[src/rtl/instr_issue_pkg.sv]
// instr_issue_pkg: shared field constants, multiDiv codes, FSM states and mul/div decode helper
package instr_issue_pkg;

    localparam logic [3:0] OP_TYPE_A = 4'b1111;
    localparam logic [3:0] FUNCT_MUL = 4'b0100;
    localparam logic [3:0] FUNCT_DIV = 4'b0101;

    localparam logic [1:0] MD_NONE = 2'b00;
    localparam logic [1:0] MD_MUL  = 2'b01;
    localparam logic [1:0] MD_DIV  = 2'b10;

    typedef enum logic {
        S_RUN  = 1'b0,
        S_WAIT = 1'b1
    } state_t;

    function automatic logic [1:0] md_decode(input logic [3:0] opc, input logic [3:0] fn);
        return (opc != OP_TYPE_A) ? MD_NONE :
               (fn == FUNCT_MUL)  ? MD_MUL  :
               (fn == FUNCT_DIV)  ? MD_DIV  : MD_NONE;
    endfunction

endpackage

[src/rtl/issue_muldiv_timer.sv]
// issue_muldiv_timer: down-counter that tracks the remaining held cycles of a mul/div
//  clk, rst     : clock, synchronous active-high reset
//  i_clr        : flush, clears the count
//  i_load       : load i_load_val (N-1) on the issue edge
//  o_zero       : count is zero (last held cycle or idle)
//  o_last       : count is one (the next cycle is the last held one)
module issue_muldiv_timer #(
    parameter int unsigned W = 4
) (
    input  logic         clk,
    input  logic         rst,
    input  logic         i_clr,
    input  logic         i_load,
    input  logic [W-1:0] i_load_val,
    output logic         o_zero,
    output logic         o_last
);

    logic [W-1:0] r_cnt;

    always_ff @(posedge clk) begin
        if (rst || i_clr)
            r_cnt <= '0;
        else if (i_load)
            r_cnt <= i_load_val;
        else if (r_cnt != '0)
            r_cnt <= r_cnt - 1'b1;
    end

    assign o_zero = (r_cnt == '0);
    assign o_last = (r_cnt == W'(1));

endmodule

[src/rtl/instr_issue.sv]
// instr_issue: accepts fetch words, splits fields, decodes multiDiv and holds mul/div for its latency
//  clk, rst            : clock, synchronous active-high reset
//  in_valid/in_instr   : fetch handshake input, in_ready back to fetch
//  flush               : drop any held instruction, outputs go NOP next cycle
//  opcode/op1/op2/funct: registered instruction fields
//  multiDiv            : 00 none, 01 mul, 10 div
//  issue_valid         : outputs carry a real instruction
//  muldiv_last         : final held cycle of a mul/div
//  ISSUE_PERF_EN       : when defined adds issued_cnt and stall_cnt counters
module instr_issue
    import instr_issue_pkg::*;
#(
    parameter int unsigned MUL_CYCLES = 3,
    parameter int unsigned DIV_CYCLES = 8,
    parameter logic [3:0]  NOP_OPCODE = 4'b0000
) (
    input  logic        clk,
    input  logic        rst,
    input  logic        in_valid,
    input  logic [15:0] in_instr,
    output logic        in_ready,
    input  logic        flush,
    output logic [3:0]  opcode,
    output logic [1:0]  multiDiv,
    output logic [3:0]  op1,
    output logic [3:0]  op2,
    output logic [3:0]  funct,
    output logic        issue_valid,
    output logic        muldiv_last
`ifdef ISSUE_PERF_EN
    ,
    output logic [31:0] issued_cnt,
    output logic [31:0] stall_cnt
`endif
);

    localparam int unsigned MAX_N = (MUL_CYCLES > DIV_CYCLES) ? MUL_CYCLES : DIV_CYCLES;
    localparam int unsigned CNT_W = $clog2(MAX_N) + 1;
    localparam logic [CNT_W-1:0] MUL_LOAD = CNT_W'(MUL_CYCLES - 1);
    localparam logic [CNT_W-1:0] DIV_LOAD = CNT_W'(DIV_CYCLES - 1);

    state_t           r_state;
    state_t           w_state_nxt;
    logic             w_accept;
    logic [1:0]       w_md;
    logic             w_is_md;
    logic             w_multi;
    logic             w_load;
    logic [CNT_W-1:0] w_load_val;
    logic             w_cnt_zero;
    logic             w_cnt_last;
    logic             w_hold;

    assign w_accept   = in_valid && in_ready;
    assign w_md       = md_decode(in_instr[15:12], in_instr[3:0]);
    assign w_is_md    = (w_md != MD_NONE);
    // Only latencies above one need the WAIT state; N==1 issues like a plain op
    assign w_multi    = ((w_md == MD_MUL) && (MUL_CYCLES > 1)) || ((w_md == MD_DIV) && (DIV_CYCLES > 1));
    assign w_load     = w_accept && w_multi;
    assign w_load_val = (w_md == MD_MUL) ? MUL_LOAD : DIV_LOAD;
    assign w_hold     = (r_state == S_WAIT) && !w_cnt_zero;

    issue_muldiv_timer #(.W(CNT_W)) u_timer (
        .clk        (clk),
        .rst        (rst),
        .i_clr      (flush),
        .i_load     (w_load),
        .i_load_val (w_load_val),
        .o_zero     (w_cnt_zero),
        .o_last     (w_cnt_last)
    );

    always_ff @(posedge clk) begin
        if (rst)
            r_state <= S_RUN;
        else
            r_state <= w_state_nxt;
    end

    always_comb begin
        w_state_nxt = r_state;
        in_ready    = 1'b0;
        if (!rst && !flush)
            in_ready = (r_state == S_RUN) || w_cnt_zero;
        if (flush)
            w_state_nxt = S_RUN;
        else if (w_accept)
            w_state_nxt = w_load ? S_WAIT : S_RUN;
        else if ((r_state == S_WAIT) && w_cnt_zero)
            w_state_nxt = S_RUN;
    end

    always_ff @(posedge clk) begin
        if (rst || flush) begin
            opcode      <= NOP_OPCODE;
            multiDiv    <= MD_NONE;
            op1         <= '0;
            op2         <= '0;
            funct       <= '0;
            issue_valid <= 1'b0;
            muldiv_last <= 1'b0;
        end else if (w_accept) begin
            opcode      <= in_instr[15:12];
            op1         <= in_instr[11:8];
            op2         <= in_instr[7:4];
            funct       <= in_instr[3:0];
            multiDiv    <= w_md;
            issue_valid <= 1'b1;
            // A single-cycle mul/div is its own last cycle
            muldiv_last <= w_is_md && !w_multi;
        end else if (w_hold) begin
            muldiv_last <= w_cnt_last;
        end else begin
            opcode      <= NOP_OPCODE;
            multiDiv    <= MD_NONE;
            op1         <= '0;
            op2         <= '0;
            funct       <= '0;
            issue_valid <= 1'b0;
            muldiv_last <= 1'b0;
        end
    end

`ifdef ISSUE_PERF_EN
    always_ff @(posedge clk) begin
        if (rst) begin
            issued_cnt <= '0;
            stall_cnt  <= '0;
        end else begin
            if (w_accept)
                issued_cnt <= issued_cnt + 32'd1;
            if (in_valid && !in_ready && !flush)
                stall_cnt <= stall_cnt + 32'd1;
        end
    end
`endif

endmodule

[config.mk]
export PLATFORM = sky130hd
export DESIGN_NAME = instr_issue
export DESIGN_NICKNAME = d
export VERILOG_FILES = /design/src/rtl/instr_issue_pkg.sv /design/src/rtl/issue_muldiv_timer.sv /design/src/rtl/instr_issue.sv
export SDC_FILE = /design/constraint.sdc
export NUM_CORES = 1
export LEC_CHECK = 0
export ABC_AREA = 1
export ABC_CLOCK_PERIOD_IN_PS = 1450
export BUFFER_PORTS_ARGS = -buffer_cell sky130_fd_sc_hd__clkbuf_2
export CAP_MARGIN = 20
export CORE_MARGIN = 1.5
export CORE_UTILIZATION = 35
export CTS_CLUSTER_DIAMETER = 80
export DETAILED_ROUTE_END_ITERATION = 6
export SKIP_CTS_REPAIR_TIMING = 1
export SLEW_MARGIN = 20
export SYNTH_ARGS = -nofsm -noshare
export SYNTH_HDL_FRONTEND = slang
export SYNTH_SLANG_ARGS = --single-unit
[constraint.sdc]
create_clock -name clk -period 1.45 [get_ports clk]
set_input_delay 0.145 -clock clk [delete_from_list [all_inputs] [get_ports clk]]
set_output_delay 0.145 -clock clk [all_outputs]
set_load 0.005 [all_outputs]
==> flow_summary.toml <==
[timing]
setup-tns-final_ns = -0.171
min_period_ns = 1.54
fin_skew_ns = 0.00431
hold_viol_final = 0
final_max_slew_viol_count = 0
max_slew_margin_pct = 78.3
rsz0062_at_grt = "yes"
worst_slew_pin_slew_ns = 0.323
fmax_ghz = 0.649
post-route-period-util_pct = 106
finalSetupViolations = 3
worst_slack_ns = -0.0900

[clocking]
clk_pin_slew_ns = 0.13
cts.sinks = 25
insertion_delay_ns = 0.31
cts_buffers = 3
clk_path_buf_depth = 2
cts_tree = "built"
cts-root-buf = "clkbuf_4"
htreeDepth = 1

[logic_synthesis]
yosys_register_bits = 25
syn_inst = 131
ys_warn_count = 0
mappedNetlistArea_um2 = 1070
ys_types = 26
synth_top_cell_by_area = "dfxtp_1"
synth_common_cells = "33 x nand3_1, 25 x dfxtp_1, 20 x nand2_1"
synth.area.top_cells = "dfxtp_1 47%, nand3_1 15%, nand2_1 7.0%, ha_1 4.7%, inv_1 3.9%"
synth_nets = 155
ys_seq_area_share_pct = 46.7
synth_edf_count = 0
synthFlopType = "dfxtp_1"
synth_top_area_share_pct = 46.7
syn_avg_cell_area_um2 = 8.18
synthMostInstantiatedCell = "nand3_1"
async_reset_ff_share_pct = 0

[worst_setup_path]
crit-reg2reg-capture = "u_timer.r_cnt[0]$_SDFFE_PP0P_"
crit_family = "flip-flops"
cp-start-kind = "register"
worstRegToRegCells = 8
critPathKind = "reg2out"
critPathSlowestCell = "dfxtp_4"
crit_buf_inv = 3
crit_end = "in_ready"
cp.arrival_ns = 1.39
crit_top_cell = "buf_6"
end_kind = "output pin"
cp_cell_sequence = "inv_4, ha_4, nand2_4, a21oi_4, buf_6, buf_6"
required_ns = 1.31
crit_fanout = 5
cpPeakStageDelay_ns = 0.38
r2r_start = "u_timer.r_cnt[0]$_SDFFE_PP0P_"
startpoint = "u_timer.r_cnt[0]$_SDFFE_PP0P_"
worstSetupPathDepth = 6
rrSetupSlack_ns = -0.05

[final_layout]
ff_latch_area_um2 = 507
final_cells = 217
final_layout_size_suffix_gt1_share_pct = 40.9
n_antenna_cell = 0
multi_input_area_um2 = 494
syn2layout_area_growth_pct = 37.5
design_area_um2 = 1470
nFillCells = 298
layout.nets = 211

[power_and_ir_drop]
p_seq_share_pct = 43.7
power.internal_uw = 1210
p_per_area_nw_per_um2 = 1230
clockPowerShare_pct = 16.7
power_uw = 1820
ir_drop_mv = 0.554
p_sw_uw = 604
p_leak_uw = 0.000778
power_frac_comb_pct = 39.6
swShare_pct = 33.3

[routing]
drc = 0
wl_um = 2680
vias_per_cell = 5.00
vias = 1086
post_drt_wl_per_cell_um = 12.4
drt-pass1-iter-count = 4
drt_iter0_drc = 18
ant_nets = 0

[floorplan]
core_area_um2 = 2830
fp.dieH_um = 58.3
die-area_um2 = 3400
boundaryPins = 41
rows = 19
start_util_pct = 37.9
die_x_um = 58.3

[placed_design]
dp_cells = 201
gp_congestion = 0.881
io_buffers = 40
postPlaceCellArea_um2 = 1320
hpwl_um = 1780

[grt]
grt_overflow = 0
antenna_found_initial = 0
grt_pass1_vias = 918
grt_pass1_wl_um = 3970
grtUsageTotal_pct = 14.8
grt_max_degree = 22

[min_path]
hold_class = "in2reg"
whs_path_depth = 3

[run_status]
status = "finished, violations left"
violations = "setup timing"

[job]
maxCapViolCount = 0
-- final cells by class --
cell class,count,share of cell area [%]
sequential,25,34.4
tap,31,2.63
timing repair buffer,57,23.8
multi-input combinational,86,33.6
inverter,14,3.74
clock inverter,1,0.340
clock buffer,3,1.53
-- worst min path at each step --
stage,to,slack [ns],from
2_1_floorplan,funct[3]$_SDFFE_PP0P_,0.28,in_valid
3_3_place_gp,op1[0]$_SDFFE_PP0P_,0.36,in_instr[8]
3_5_place_dp,op2[2]$_SDFFE_PP0P_,0.37,in_instr[6]
4_1_cts,op2[2]$_SDFFE_PP0P_,0.04,in_instr[6]
5_1_grt,op2[2]$_SDFFE_PP0P_,0.05,in_instr[6]
6_report,funct[2]$_SDFFE_PP0P_,0.05,in_instr[2]
-- state kept, by name (all words and copies together) (netlist names) --
signal	flops
op2	4
funct	4
r_state	1
multiDiv	2
opcode	4
op1	4
u_timer.r_cnt	4
muldiv_last	1
issue_valid	1
-- per-stage QoR --
stage | worst slack (ns) | utilization (%) | hold slack, ns
4_1_cts | -0.309 | 47.8 | 0.0384
6_report | -0.0900 | 52.1 | 0.0462
5_1_grt | -0.157 | 52.1 | 0.0450
2_1_floorplan | 0.181 | - | 0.276
3_3_place_gp | 0.0318 | 46.8 | 0.365
3_5_place_dp | -0.0580 | 46.8 | 0.373
-- cell families after synthesis --
kind of cell	Yosys count	synth area share, %
compound gates	16	9.00
xor+xnor	1	0.818
fa+ha+maj	4	4.67
buf+inv	20	8.29
flops	25	46.7
simple gates	65	30.5
-- power groups by stage --
stage | logic, uW | registers, uW | clock network (uW)
3_5_place_dp | 493 | 795 | 0
5_1_grt | 795 | 802 | 338
3_3_place_gp | 475 | 793 | 0
2_1_floorplan | 350 | 789 | 0
6_report | 718 | 793 | 304
4_1_cts | 497 | 780 | 316
-- placed cells by master, fill, tap and decap left out, types with 2 or more instances in the layout --
cell type | synthesis | routed
ha_1 | 4 | 3
dfxtp_2 | 0 | 2
buf_6 | 1 | 2
nand4_1 | 3 | 3
nand2_1 | 20 | 20
o21ai_1 | 8 | 8
dfxtp_1 | 25 | 22
nor3_1 | 2 | 2
nand2_2 | 2 | 2
buf_4 | 1 | 15
a21oi_1 | 4 | 4
nand3_1 | 33 | 33
inv_1 | 11 | 9
o21ai_0 | 2 | 2
clkbuf_4 | 0 | 3
clkbuf_2 | 0 | 39
inv_2 | 2 | 3
-- per-layer routing --
metal  up-vias  global-route usage, %  wire length (um)  share of wire, %
li1        555                      -                 -                 -
met1       493                   20.3              1210                45
met2        30                   23.8              1310                49
met3         8                   2.42               107               4.0
met4         0                   4.98                54               2.0
met5         -                      0                 0                 0
-- worst register-to-register path: cells and delay by family (launching register included) --
family	cells	cell delay, ns
buf+inv	3	0.31
compound gates	2	0.41
simple gates	2	0.20
flops	1	0.38
fa+ha+maj	1	0.13
Power figures use the tool's default switching activity.
